--- src/rtl/apu_status_reader_if.sv ---
// CPU register-window bus between the CPU (master) and the APU status reader (slave).
interface apu_status_reader_if;
  logic [15:0] reg_addr;
  logic [7:0]  reg_data_in;
  logic        reg_en;
  logic        reg_we;
  logic [7:0]  reg_data_out;
  logic        reg_data_valid;

  modport master (
    output reg_addr, reg_data_in, reg_en, reg_we,
    input  reg_data_out, reg_data_valid
  );

  modport slave (
    input  reg_addr, reg_data_in, reg_en, reg_we,
    output reg_data_out, reg_data_valid
  );
endinterface

--- src/rtl/apu_status_reader.sv ---
// Read-side responder for $4015/$4016/$4017: status, controller serial ports,
// frame/DMC IRQ flags and the CPU IRQ line.
module apu_status_reader (
  input  logic                      clk,
  input  logic                      rst_l,
  input  logic                      cpu_clk_en,
  apu_status_reader_if.slave        bus,
  input  logic [3:0]                length_nonzero,
  input  logic                      dmc_active,
  input  logic                      frame_irq_set,
  input  logic                      frame_irq_inhibit,
  input  logic                      dmc_irq_set,
  input  logic [7:0]                ctrl1_buttons,
  input  logic [7:0]                ctrl2_buttons,
  output logic                      irq_l
);

  logic       frame_irq_r, dmc_irq_r, strobe_r, valid_r, irq_l_r;
  logic [7:0] sh1_r, sh2_r, data_r;

  logic       rd_s, wr_s, sel_4015_s, sel_4016_s, sel_4017_s;
  logic       frame_nxt_s, dmc_nxt_s, strobe_nxt_s, valid_nxt_s, hit_s;
  logic [7:0] sh1_nxt_s, sh2_nxt_s, data_nxt_s;

  // Decode strobes and compute next state from pre-edge flag/shift values.
  always_comb begin
    rd_s         = cpu_clk_en & bus.reg_en & ~bus.reg_we;
    wr_s         = cpu_clk_en & bus.reg_en & bus.reg_we;
    sel_4015_s   = (bus.reg_addr == 16'h4015);
    sel_4016_s   = (bus.reg_addr == 16'h4016);
    sel_4017_s   = (bus.reg_addr == 16'h4017);
    frame_nxt_s  = frame_irq_r;
    dmc_nxt_s    = dmc_irq_r;
    strobe_nxt_s = strobe_r;
    sh1_nxt_s    = sh1_r;
    sh2_nxt_s    = sh2_r;
    data_nxt_s   = data_r;
    hit_s        = 1'b0;
    valid_nxt_s  = valid_r;

    // Set has priority over a coincident clear.
    if (cpu_clk_en & frame_irq_set & ~frame_irq_inhibit) begin
      frame_nxt_s = 1'b1;
    end else if ((rd_s & sel_4015_s) | (wr_s & sel_4017_s & bus.reg_data_in[6])) begin
      frame_nxt_s = 1'b0;
    end else begin
      frame_nxt_s = frame_irq_r;
    end

    if (cpu_clk_en & dmc_irq_set) begin
      dmc_nxt_s = 1'b1;
    end else if (wr_s & sel_4015_s) begin
      dmc_nxt_s = 1'b0;
    end else begin
      dmc_nxt_s = dmc_irq_r;
    end

    if (wr_s & sel_4016_s) begin
      strobe_nxt_s = bus.reg_data_in[0];
    end else begin
      strobe_nxt_s = strobe_r;
    end

    // Reload uses the strobe value held before this edge's write.
    if (cpu_clk_en & strobe_r) begin
      sh1_nxt_s = ctrl1_buttons;
      sh2_nxt_s = ctrl2_buttons;
    end else begin
      if (rd_s & sel_4016_s) begin
        sh1_nxt_s = {1'b1, sh1_r[7:1]};
      end else begin
        sh1_nxt_s = sh1_r;
      end
      if (rd_s & sel_4017_s) begin
        sh2_nxt_s = {1'b1, sh2_r[7:1]};
      end else begin
        sh2_nxt_s = sh2_r;
      end
    end

    if (rd_s) begin
      case (bus.reg_addr)
        16'h4015: begin
          data_nxt_s = {dmc_irq_r, frame_irq_r, 1'b0, dmc_active, length_nonzero};
          hit_s      = 1'b1;
        end
        16'h4016: begin
          data_nxt_s = {7'b0100000, (strobe_r ? ctrl1_buttons[0] : sh1_r[0])};
          hit_s      = 1'b1;
        end
        16'h4017: begin
          data_nxt_s = {7'b0100000, (strobe_r ? ctrl2_buttons[0] : sh2_r[0])};
          hit_s      = 1'b1;
        end
        default: begin
          data_nxt_s = data_r;
          hit_s      = 1'b0;
        end
      endcase
    end else begin
      data_nxt_s = data_r;
      hit_s      = 1'b0;
    end

    if (cpu_clk_en) begin
      valid_nxt_s = hit_s;
    end else begin
      valid_nxt_s = valid_r;
    end
  end

  // State registers; irq_l follows the registered flags one clk later.
  always_ff @(posedge clk) begin
    if (!rst_l) begin
      frame_irq_r <= 1'b0;
      dmc_irq_r   <= 1'b0;
      strobe_r    <= 1'b0;
      sh1_r       <= 8'h00;
      sh2_r       <= 8'h00;
      data_r      <= 8'h00;
      valid_r     <= 1'b0;
      irq_l_r     <= 1'b1;
    end else begin
      frame_irq_r <= frame_nxt_s;
      dmc_irq_r   <= dmc_nxt_s;
      strobe_r    <= strobe_nxt_s;
      sh1_r       <= sh1_nxt_s;
      sh2_r       <= sh2_nxt_s;
      data_r      <= data_nxt_s;
      valid_r     <= valid_nxt_s;
      irq_l_r     <= ~(frame_irq_r | dmc_irq_r);
    end
  end

  assign bus.reg_data_out   = data_r;
  assign bus.reg_data_valid = valid_r;
  assign irq_l              = irq_l_r;

endmodule
--- src/flat_wrapper.sv ---
// flat-port wrapper written by rule: the top's interface ports become plain ports
module apu_status_reader_flat 
  (clk, rst_l, cpu_clk_en, length_nonzero, dmc_active, frame_irq_set, frame_irq_inhibit, dmc_irq_set, ctrl1_buttons, ctrl2_buttons, irq_l, bus_reg_addr, bus_reg_data_in, bus_reg_en, bus_reg_we, bus_reg_data_out, bus_reg_data_valid);
  apu_status_reader_if bus_i ();
  input  logic clk;
  input  logic rst_l;
  input  logic cpu_clk_en;
  input  logic [3:0] length_nonzero;
  input  logic dmc_active;
  input  logic frame_irq_set;
  input  logic frame_irq_inhibit;
  input  logic dmc_irq_set;
  input  logic [7:0] ctrl1_buttons;
  input  logic [7:0] ctrl2_buttons;
  output logic irq_l;
  input wire logic [$bits(bus_i.reg_addr)-1:0] bus_reg_addr;
  input wire logic [$bits(bus_i.reg_data_in)-1:0] bus_reg_data_in;
  input wire logic [$bits(bus_i.reg_en)-1:0] bus_reg_en;
  input wire logic [$bits(bus_i.reg_we)-1:0] bus_reg_we;
  output wire logic [$bits(bus_i.reg_data_out)-1:0] bus_reg_data_out;
  output wire logic [$bits(bus_i.reg_data_valid)-1:0] bus_reg_data_valid;
  assign bus_i.reg_addr = bus_reg_addr;
  assign bus_i.reg_data_in = bus_reg_data_in;
  assign bus_i.reg_en = bus_reg_en;
  assign bus_i.reg_we = bus_reg_we;
  assign bus_reg_data_out = bus_i.reg_data_out;
  assign bus_reg_data_valid = bus_i.reg_data_valid;
  apu_status_reader u_core (.clk(clk), .rst_l(rst_l), .cpu_clk_en(cpu_clk_en), .bus(bus_i), .length_nonzero(length_nonzero), .dmc_active(dmc_active), .frame_irq_set(frame_irq_set), .frame_irq_inhibit(frame_irq_inhibit), .dmc_irq_set(dmc_irq_set), .ctrl1_buttons(ctrl1_buttons), .ctrl2_buttons(ctrl2_buttons), .irq_l(irq_l));
endmodule
--- config.mk ---
export PLATFORM = sky130hd
export DESIGN_NAME = apu_status_reader_flat
export DESIGN_NICKNAME = d
export VERILOG_FILES = /design/src/rtl/apu_status_reader_if.sv /design/src/rtl/apu_status_reader.sv /design/src/flat_wrapper.sv
export SDC_FILE = /design/constraint.sdc
export NUM_CORES = 1
export LEC_CHECK = 0
export CORE_MARGIN = 10
export CORE_UTILIZATION = 38
export CTS_CLUSTER_DIAMETER = 150
export DETAILED_ROUTE_END_ITERATION = 10
export GPL_TIMING_DRIVEN = 0
export PLACE_DENSITY_LB_ADDON = 0.12
export SLEW_MARGIN = 20
export SYNTH_ARGS = -nofsm -noshare
export SYNTH_HDL_FRONTEND = slang
export SYNTH_SLANG_ARGS = --single-unit
--- constraint.sdc ---
create_clock -name clk -period 1.6 [get_ports clk]
set_input_delay 0.32 -clock clk [delete_from_list [all_inputs] [get_ports clk]]
set_output_delay 0.32 -clock clk [all_outputs]
set_load 0.01 [all_outputs]
==> results.py, run 1 <==
metrics = {
    "routing": {
        "first_iter_violations": 77,
        "dr.pass1.iters": 4,
        "wl_per_cell_um": 18.1,
        "vias": 1520,
        "drcViolationCount": 0,
        "routed_wl_um": 4950,
        "viasPerCell": 5.55,
        "ant_nets": 0,
    },
    "status": {
        "status": "complete, no violations",
    },
    "global_routing": {
        "grt_max_degree": 17,
        "antenna_found_initial": 0,
        "grt_usage_pct": 13.4,
        "grt_pass1_vias": 1654,
        "overflow": 0,
        "grt_pass1_wl_um": 7970,
    },
    "floorplanning": {
        "dieHeight_um": 83.1,
        "start_util_pct": 40.4,
        "coreArea_um2": 3740,
        "fp.dieArea_um2": 6900,
        "die_x_um": 83.1,
        "io_pins": 63,
        "rows": 22,
    },
    "sta": {
        "min_period_over_period_pct": 97.6,
        "relSlewSlack_pct": 65.7,
        "setup_viol": 0,
        "hold_viol": 0,
        "period_needed_ps": 1560,
        "final_max_slew_viol_count": 0,
        "timing.final.ws_setup_ps": 37.8,
        "worstMarginPinSlew_ps": 515,
        "rsz0062_at_grt": "yes",
        "fmax_ghz": 0.640,
        "clock_skew_ps": 3.64,
        "tns_ps": 0,
    },
    "clocking": {
        "cts_sinks": 28,
        "clk_pin_slew_worst_paths_ps": 100,
        "clkLatencyLatePin_ps": 280,
        "htreeDepth": 1,
        "numCtsBuffers": 3,
        "holdBufCountCts": 0,
        "cts_tree": "built",
        "cts_root_buf": "clkbuf_8",
        "cts_buffer_depth": 2,
    },
    "setup_path": {
        "cp_slowest_cell": "clkdlybuf4s50_1",
        "cp.arrival_ps": 1720,
        "cp_top_family": "simple AND/OR/NAND/NOR gates",
        "cp_max_fo": 6,
        "end_kind": "flip-flop",
        "critPathKind": "in -> reg",
        "r2r-start": "u_core.strobe_r",
        "crit_chain": "clkdlybuf4s50_1 -> and3b_2 -> nand3_2 -> nor2_1 -> a211oi_1",
        "critPathLaunchType": "input port",
        "rrSetupSlack_ps": 150,
        "required_ps": 1760,
        "crit_buf_inv": 1,
        "critPathMaxStageDelay_ps": 540,
        "r2r_cells": 5,
        "reg2reg_to": "u_core.sh2_r[6]",
    },
    "final_layout": {
        "syn_to_final_growth_pct": 53.7,
        "fill_cells": 323,
        "diodes": 0,
        "final_util_pct": 62.1,
        "finalNonFillerCells": 274,
        "layout-drive-gt1-share_pct": 25.7,
        "nets": 280,
    },
    "job": {
        "maxCapViolCount": 0,
    },
    "placement": {
        "dpl_worst_slack_ps": -616,
        "placed_cells": 264,
        "gp_congestion": 0.812,
        "port_buffers": 54,
        "hpwlAfterDp_um": 3620,
    },
    "hold_path": {
        "min_path_cells": 3,
        "min_from": "bus_reg_addr[0]",
        "hp-class": "in -> reg",
        "whs_endpoint": "u_core.sh2_r[2]",
    },
    "yosys": {
        "netlist_area_um2": 1510,
        "ys_top_cells_by_area": "dfxtp_1 37%, o21ai_0 6.9%, a211oi_2 6.6%",
        "yosysWarnings": 0,
        "avgSynthCellArea_um2": 9.34,
        "syn_nets": 215,
        "ys_seq_area_share_pct": 37.1,
        "synth-main-ff-cell": "dfxtp_1",
        "ys_types": 43,
        "synth_top_cell_by_area": "dfxtp_1",
        "synth_top_area_share_pct": 37.1,
        "synthCells": 162,
        "synth_edf_count": 0,
        "ys_seq_elements": 28,
        "synthArstFlopShare_pct": 0,
    },
    "power": {
        "ir_drop_mv": 0.324,
        "fin_total_pwr_mw": 1.46,
        "power_density_nw_per_um2": 629,
        "power.leakage_nw": 0.796,
    },
}
[through the flow]
step                hold WS, ps  instance area [um^2]
finish                      398                  2320
global route                411                  2320
CTS                         368                  2240
detailed placement          471                  2110
global placement            457                  2110
floorplan                   434                  1510
[what timing repair did]
item                                    4_1_cts  5_1_grt
setup buffers                                 5        0
pin swaps                                    10        4
endpoints found under the setup margin       27       22
cloned                                        1        0
hold endpoints to repair                      0        0
resized for setup                            27       21
[sequential cells by signal (all words and copies together) (netlist names)]
register and flops:
u_core.sh2_r 8, u_core.dmc_irq_r 1, u_core.irq_l 1, u_core.strobe_r 1, u_core.sh1_r 8, u_core.frame_irq_r 1, u_core.bus.reg_data_valid 1, u_core.bus.reg_data_out 7
[report_power, final]
part / total [mW] / leakage [nW] / switching, mW / internal, mW
Combinational: 0.195 / 0.535 / 0.0771 / 0.118
Sequential: 0.704 / 0.226 / 0.00322 / 0.701
Clock: 0.562 / 0.0357 / 0.227 / 0.335
Total: 1.46 / 0.796 / 0.307 / 1.15
[layout make-up]
type | instances | area [um^2] | share of cell area [%]
multi-input cells | 122 | 991 | 42.6
repair buffers | 60 | 568 | 24.4
flip-flops and latches | 28 | 561 | 24.1
plain buffers | 11 | 70.1 | 3.01
well taps | 48 | 60.1 | 2.58
clock buffers | 3 | 41.3 | 1.78
clock inverters | 1 | 30.0 | 1.29
inverters | 1 | 3.75 | 0.161
[per-layer routing]
layer	vias to the layer above	part of all wire, %	GRT usage [%]
met2	55	52	24.1
met4	0	0.77	3.38
li1	747	-	-
met1	714	42	15.4
met3	4	5.5	3.22
met5	-	0	0
[synth_stat cells, types with 3 or more instances]
| library cell | instances |
|---|---|
| buf_2 | 3 |
| dfxtp_1 | 28 |
| a211oi_2 | 8 |
| a211oi_1 | 10 |
| nor4b_2 | 3 |
| nand3_1 | 9 |
| nor2_1 | 15 |
| clkbuf_1 | 4 |
| buf_4 | 3 |
| a21oi_1 | 9 |
| o21ai_0 | 21 |
| and2_1 | 3 |
| and4_1 | 3 |
| nor4_1 | 5 |
| nor2b_1 | 3 |
[cells by family (layout without fill, tap and decap cells)]
family	Yosys count	in the layout	synth area share, %
AOI/OAI and AO/OA	62	62	29.2
and+or+nand+nor	57	57	26.9
DFF	28	28	37.1
buffers and inverters	12	76	4.47
muxes	2	2	2.15
other	1	1	0.248
[how the worst max path moves through the flow]
| stage | cells past startpoint | endpoint | start | slack [ps] |
|---|---|---|---|---|
| CTS | 6 | u_core.sh2_r[5] | bus_reg_addr[4] | 0.7 |
| finish | 5 | u_core.sh2_r[6] | bus_reg_en | 40 |
| global route | 6 | u_core.bus.reg_data_out[2] | bus_reg_en | -40 |
| global placement | 5 | u_core.sh1_r[2] | bus_reg_addr[13] | -580 |
| floorplan | 4 | u_core.sh1_r[2] | bus_reg_addr[13] | 10 |
| detailed placement | 5 | u_core.sh1_r[4] | bus_reg_addr[13] | -620 |
[placed cells by master (no fill, tap or decap), drive strengths merged, types with 2 or more instances in the layout]
| cell type | count |
|---|---|
| clkdlybuf4s50 | 41 |
| dfxtp | 28 |
| o21ai | 22 |
| a211oi | 18 |
| nor2 | 16 |
| buf | 15 |
| nand3 | 10 |
| a21oi | 9 |
| clkbuf | 9 |
| dlygate4sd2 | 6 |
| nor4 | 6 |
| and2 | 4 |
| nor4b | 4 |
| nor2b | 3 |
| nand2 | 3 |
| and4 | 3 |
| a21bo | 2 |
| a32oi | 2 |
| a311oi | 2 |
| o21a | 2 |
| a21boi | 2 |
| dlymetal6s2s | 2 |
| and3b | 2 |
| nor3 | 2 |
[tightest hold or removal path: stages]
cell and delay, ps:
buf_6 130, nand3_4 110, a211oi_2 70
(Power assumes the default switching activity.)
==> inputs of run 2 (changes only) <==
- CORE_UTILIZATION: 38 -> 40
- clock period: 1.6 -> 1.62 ns (I/O delays scaled with it)
==> run 2 against run 1 <==
Compared with the run above:
- first-iteration DRC count up 7.8%
- sequential cell count unchanged
- critical path depth up 3
- via count up 3.6%
- final cell count up 1.8%
- routed wire length up 0.14%
- sequential share of layout area down 0.78 points
- clock power down 30%
- sequential power down 1%
- global-route usage up 0.64 points
- critical endpoint is now u_core.bus.reg_data_out[6]
- largest power group unchanged
==> results.py, run 2 (synthesis gave the netlist of run 1 again) <==
metrics = {
    "final_layout": {
        "layout-drive-gt1-share_pct": 26.0,
        "finalNonFillerCells": 279,
        "fill_cells": 321,
        "syn_to_final_growth_pct": 58.8,
        "layout.cells.most_common_list": "40 x clkdlybuf4s50_1, 28 x dfxtp_1, 20 x o21ai_0",
        "nets": 286,
        "diodes": 0,
        "mostFrequentLayoutCell": "clkdlybuf4s50_1",
    },
    "global_routing": {
        "grt_pass1_wl_um": 7440,
        "grt_max_degree": 15,
        "grt_pass1_vias": 1540,
        "grt_usage_pct": 14.1,
        "overflow": 0,
        "antenna_found_initial": 0,
    },
    "clocking": {
        "htreeDepth": 1,
        "holdBufCountCts": 0,
        "numCtsBuffers": 3,
        "cts_root_buf": "clkbuf_8",
        "clk_pin_slew_worst_paths_ps": 100,
        "clkLatencyLatePin_ps": 280,
        "cts_buffer_depth": 2,
        "cts_tree": "built",
        "cts_sinks": 28,
    },
    "placement": {
        "gp_congestion": 0.784,
        "hpwlAfterDp_um": 3450,
        "port_buffers": 54,
        "placed_cells": 264,
    },
    "power": {
        "power.leakage_nw": 0.847,
        "ir_drop_mv": 0.260,
        "power_density_nw_per_um2": 534,
        "fin_total_pwr_mw": 1.28,
    },
    "job": {
        "maxCapViolCount": 0,
    },
    "routing": {
        "first_iter_violations": 83,
        "wl_per_cell_um": 17.8,
        "ant_nets": 0,
        "viasPerCell": 5.65,
        "vias": 1575,
        "drcViolationCount": 0,
        "dr.pass1.iters": 4,
        "routed_wl_um": 4960,
    },
    "sta": {
        "fmax_ghz": 0.639,
        "clock_skew_ps": 4.10,
        "setup_viol": 0,
        "hold_ws_ps": 386,
        "hold_viol": 0,
        "rsz0062_at_grt": "no",
        "period_needed_ps": 1570,
        "final_max_slew_viol_count": 0,
        "min_period_over_period_pct": 96.6,
    },
    "setup_path": {
        "cp.arrival_ps": 1730,
        "critPathLaunchType": "input port",
        "reg2reg_to": "u_core.sh2_r[3]",
        "r2r_cells": 5,
        "rrSetupSlack_ps": 180,
        "crit_top_cell": "buf_6",
        "r2r-start": "u_core.strobe_r",
        "cp_max_fo": 6,
        "cp_slowest_cell": "or4b_4",
        "critPathKind": "in -> reg",
        "cp-startpoint": "bus_reg_addr[13]",
        "critPathMaxStageDelay_ps": 530,
        "crit_chain": "clkdlybuf4s15_1 -> or4b_4 -> buf_6 -> nor2_4 -> buf_6 -> buf_12 -> a21bo_1 -> a21oi_1",
        "end_kind": "flip-flop",
        "required_ps": 1790,
    },
    "hold_path": {
        "min_path_cells": 3,
        "whs_endpoint": "u_core.sh2_r[3]",
        "hp-class": "in -> reg",
        "min_from": "bus_reg_addr[0]",
    },
    "floorplanning": {
        "coreArea_um2": 3660,
        "io_pins": 63,
        "dieHeight_um": 81.5,
        "start_util_pct": 41.3,
        "die_x_um": 81.5,
        "rows": 22,
        "fp.dieArea_um2": 6640,
    },
    "status": {
        "status": "complete, no violations",
    },
}
-- run 2: changes by cell type in the layout (fill, tap and decap cells not counted), moves of 2 or more --
| cell | before | now |
|---|---|---|
| buf_6 | 4 | 6 |
| nor4_1 | 1 | 3 |
| clkbuf_4 | 0 | 2 |
| buf_2 | 5 | 2 |
| buf_12 | 0 | 2 |
-- run 2: timing repair --
item,CTS,global route
buffers inserted,7,3
setup endpoints to repair,26,20
gates cloned,2,0
gates resized for setup,29,25
pin swaps,13,9
-- run 2: how the worst max path moves through the flow --
stage,endpoint,slack (ps)
2_1_floorplan,u_core.sh1_r[2],30
3_3_place_gp,u_core.sh2_r[5],-550
3_5_place_dp,u_core.sh2_r[4],-580
4_1_cts,u_core.sh2_r[4],-20
5_1_grt,u_core.sh2_r[6],6
6_report,u_core.bus.reg_data_out[6],50
-- run 2: metrics by stage --
| stage | utilization (%) | setup slack [ps] | setup TNS (ps) | instance area [um^2] |
|---|---|---|---|---|
| global placement | 57.7 | -546 | -11280 | 2110 |
| finish | 65.6 | 54.7 | 0 | 2400 |
| detailed placement | 57.7 | -580 | -12020 | 2110 |
| CTS | 62.7 | -20.2 | -28.6 | 2290 |
| floorplan | - | 30.0 | 0 | 1510 |
| global route | 65.6 | 5.98 | 0 | 2400 |
-- run 2: final cells by class --
class	count	area (um^2)	area share, %
inverters	1	3.75	0.156
repair buffers	66	669	27.9
clock buffers	3	41.3	1.72
plain buffers	11	78.8	3.28
well taps	48	60.1	2.50
multi-input cells	122	988	41.1
flip-flops and latches	28	561	23.3
-- run 2: power by group --
group          total, mW  internal [mW]  switching, mW
logic              0.194          0.119         0.0744
clock network      0.393          0.168          0.226
registers          0.695          0.693        0.00232
-- run 2: layer usage --
| metal | up-vias | global-route usage (%) | share of wire, % |
|---|---|---|---|
| li1 | 761 | - | - |
| met1 | 760 | 17.3 | 40 |
| met2 | 46 | 22.7 | 51 |
| met3 | 8 | 4.91 | 7.3 |
| met4 | 0 | 4.33 | 1.7 |
| met5 | - | 0 | 0 |
-- run 2: worst max-delay path: cells and delay by family --
kind	cells	cell delay, ps
simple gates	2	660
buf+inv	4	590
compound gates	2	150
==> inputs of run 3 (changes only) <==
- PLACE_DENSITY: unset -> 0.76
- PLACE_DENSITY_LB_ADDON: 0.12 -> unset
==> run 3 against run 2 <==
Compared with the run above:
- power shrank 2.2%
- sequential cell count unchanged
- maximum frequency grew 0.86%
- worst hold slack improved by 38 ps
- global-route usage shrank 0.44 points
- largest cell class unchanged
==> results.py, run 3 (synthesis gave the netlist of run 1 again) <==
metrics = {
    "global_routing": {
        "grt_max_degree": 15,
        "grt_pass1_wl_um": 7310,
        "antenna_found_initial": 0,
        "grt_usage_pct": 13.6,
        "grt_pass1_vias": 1576,
        "overflow": 0,
    },
    "floorplanning": {
        "io_pins": 63,
        "start_util_pct": 41.3,
        "fp.dieArea_um2": 6640,
        "die_x_um": 81.5,
        "coreArea_um2": 3660,
        "dieHeight_um": 81.5,
        "rows": 22,
    },
    "setup_path": {
        "cp_max_fo": 8,
        "reg2reg_to": "u_core.sh2_r[2]",
        "r2r-start": "u_core.strobe_r",
        "rrSetupSlack_ps": 300,
        "cp_top_family": "buffers and inverters",
        "critPathLaunchType": "input port",
        "critPathKind": "in -> reg",
        "cp_slowest_cell": "clkdlybuf4s50_1",
        "cp.depth": 6,
        "crit_chain": "clkdlybuf4s50_1 -> nor2b_2 -> nand4_1 -> buf_4 -> nor4_1 -> a211oi_2",
        "required_ps": 1780,
        "cp.arrival_ps": 1710,
        "crit_buf_inv": 2,
        "r2r_cells": 4,
        "critPathMaxStageDelay_ps": 460,
        "end_kind": "flip-flop",
    },
    "hold_path": {
        "min_from": "bus_reg_addr[0]",
        "hp-class": "in -> reg",
        "min_path_cells": 3,
        "whs_endpoint": "u_core.sh2_r[2]",
    },
    "clocking": {
        "cts_tree": "built",
        "clk_pin_slew_worst_paths_ps": 90,
        "htreeDepth": 1,
        "cts_root_buf": "clkbuf_8",
        "cts_buffer_depth": 2,
        "numCtsBuffers": 3,
        "holdBufCountCts": 0,
        "cts_sinks": 28,
        "clkLatencyLatePin_ps": 270,
    },
    "routing": {
        "viasPerCell": 5.55,
        "dr.pass1.iters": 4,
        "first_iter_violations": 57,
        "vias": 1515,
        "routed_wl_um": 4380,
        "ant_nets": 0,
        "drcViolationCount": 0,
        "wl_per_cell_um": 16.0,
    },
    "power": {
        "fin_total_pwr_mw": 1.25,
        "p_comb_share_pct": 14.7,
        "power_density_nw_per_um2": 546,
        "p_seq_share_pct": 55.5,
        "ir_drop_mv": 0.597,
        "p_sw_share_pct": 22.3,
        "p_switching_mw": 0.280,
        "power.leakage_nw": 0.783,
        "p_int_mw": 0.974,
        "clkPwrFrac_pct": 29.8,
    },
    "sta": {
        "clock_skew_ps": 3.20,
        "timing.final.ws_setup_ps": 68.1,
        "tns_ps": 0,
        "period_needed_ps": 1550,
        "hold_viol": 0,
        "setup_viol": 0,
        "min_period_over_period_pct": 95.8,
        "fmax_ghz": 0.644,
        "final_max_slew_viol_count": 0,
    },
    "final_layout": {
        "nets": 280,
        "mostFrequentLayoutCell": "clkdlybuf4s50_1",
        "layout.cells.most_common_list": "41 x clkdlybuf4s50_1, 28 x dfxtp_1, 17 x o21ai_0",
        "layout-drive-gt1-share_pct": 24.0,
        "diodes": 0,
        "syn_to_final_growth_pct": 51.9,
        "fill_cells": 317,
    },
    "status": {
        "status": "complete, no violations",
    },
    "placement": {
        "gp_congestion": 0.784,
        "hpwlAfterDp_um": 3230,
        "port_buffers": 54,
        "dpl_worst_slack_ps": -571,
    },
    "job": {
        "maxCapViolCount": 0,
    },
}
[run 3: cell count changes in the layout (fill, tap and decap cells not counted), moves of 2 or more]
cell	delta
buf_12	-2
o21ai_0	-3
buf_6	-3
dlygate4sd2_1	+3
o21ai_1	+3
dlymetal6s2s_1	-2
[run 3: repair_timing]
item | CTS | global route
pin swaps | 14 | 6
endpoints found under the setup margin | 25 | 23
gates cloned | 1 | 0
gates resized for setup | 32 | 14
buffers inserted | 6 | 0
[run 3: routing by layer]
metal | vias to the layer above | global-route usage (%) | part of all wire (%)
met4 | 0 | 3.63 | 0.82
met5 | - | 0 | 0
met3 | 4 | 4.04 | 10
met2 | 51 | 23.1 | 46
li1 | 744 | - | -
met1 | 716 | 16.4 | 42
[run 3: power groups by stage]
stage	combinational [mW]	clock, mW	sequential (mW)
after global routing	0.200	0.406	0.696
after global placement	0.187	0	0.711
after CTS	0.184	0.379	0.695
final	0.185	0.374	0.695
after detailed placement	0.188	0	0.711
after floorplan	0.0524	0	0.711
[run 3: area by class of cell]
cell class / count / area (um^2) / share of cell area (%)
Multi-Input combinational cell: 122 / 985 / 42.9
Sequential cell: 28 / 561 / 24.4
Tap cell: 48 / 60.1 / 2.61
Inverter: 1 / 3.75 / 0.163
Clock buffer: 3 / 41.3 / 1.80
Timing Repair Buffer: 61 / 578 / 25.2
Buffer: 10 / 68.8 / 3.00
[run 3: worst max path at each step]
stage,slack [ps],endpoint,start
detailed placement,-570,u_core.sh1_r[4],bus_reg_addr[13]
finish,70,u_core.sh2_r[2],bus_reg_addr[2]
global route,-6,u_core.bus.reg_data_out[4],bus_reg_en
CTS,1,u_core.sh1_r[6],bus_reg_addr[13]
global placement,-570,u_core.sh1_r[4],bus_reg_addr[13]
floorplan,30,u_core.sh1_r[2],bus_reg_addr[13]
[run 3: worst register-to-register path: stages (launching register included)]
cell and delay (ps):
dfxtp_1 340, and2_1 210, clkbuf_4 220, nor4_1 360, a211oi_2 70
[run 3: stage by stage]
step,util (%),area [um^2],instances,hold WS [ps]
global placement,57.7,2110,264,455
detailed placement,57.7,2110,264,464
CTS,61.9,2270,274,427
finish,62.7,2300,273,424
global route,62.7,2300,273,429
floorplan,-,1510,162,434
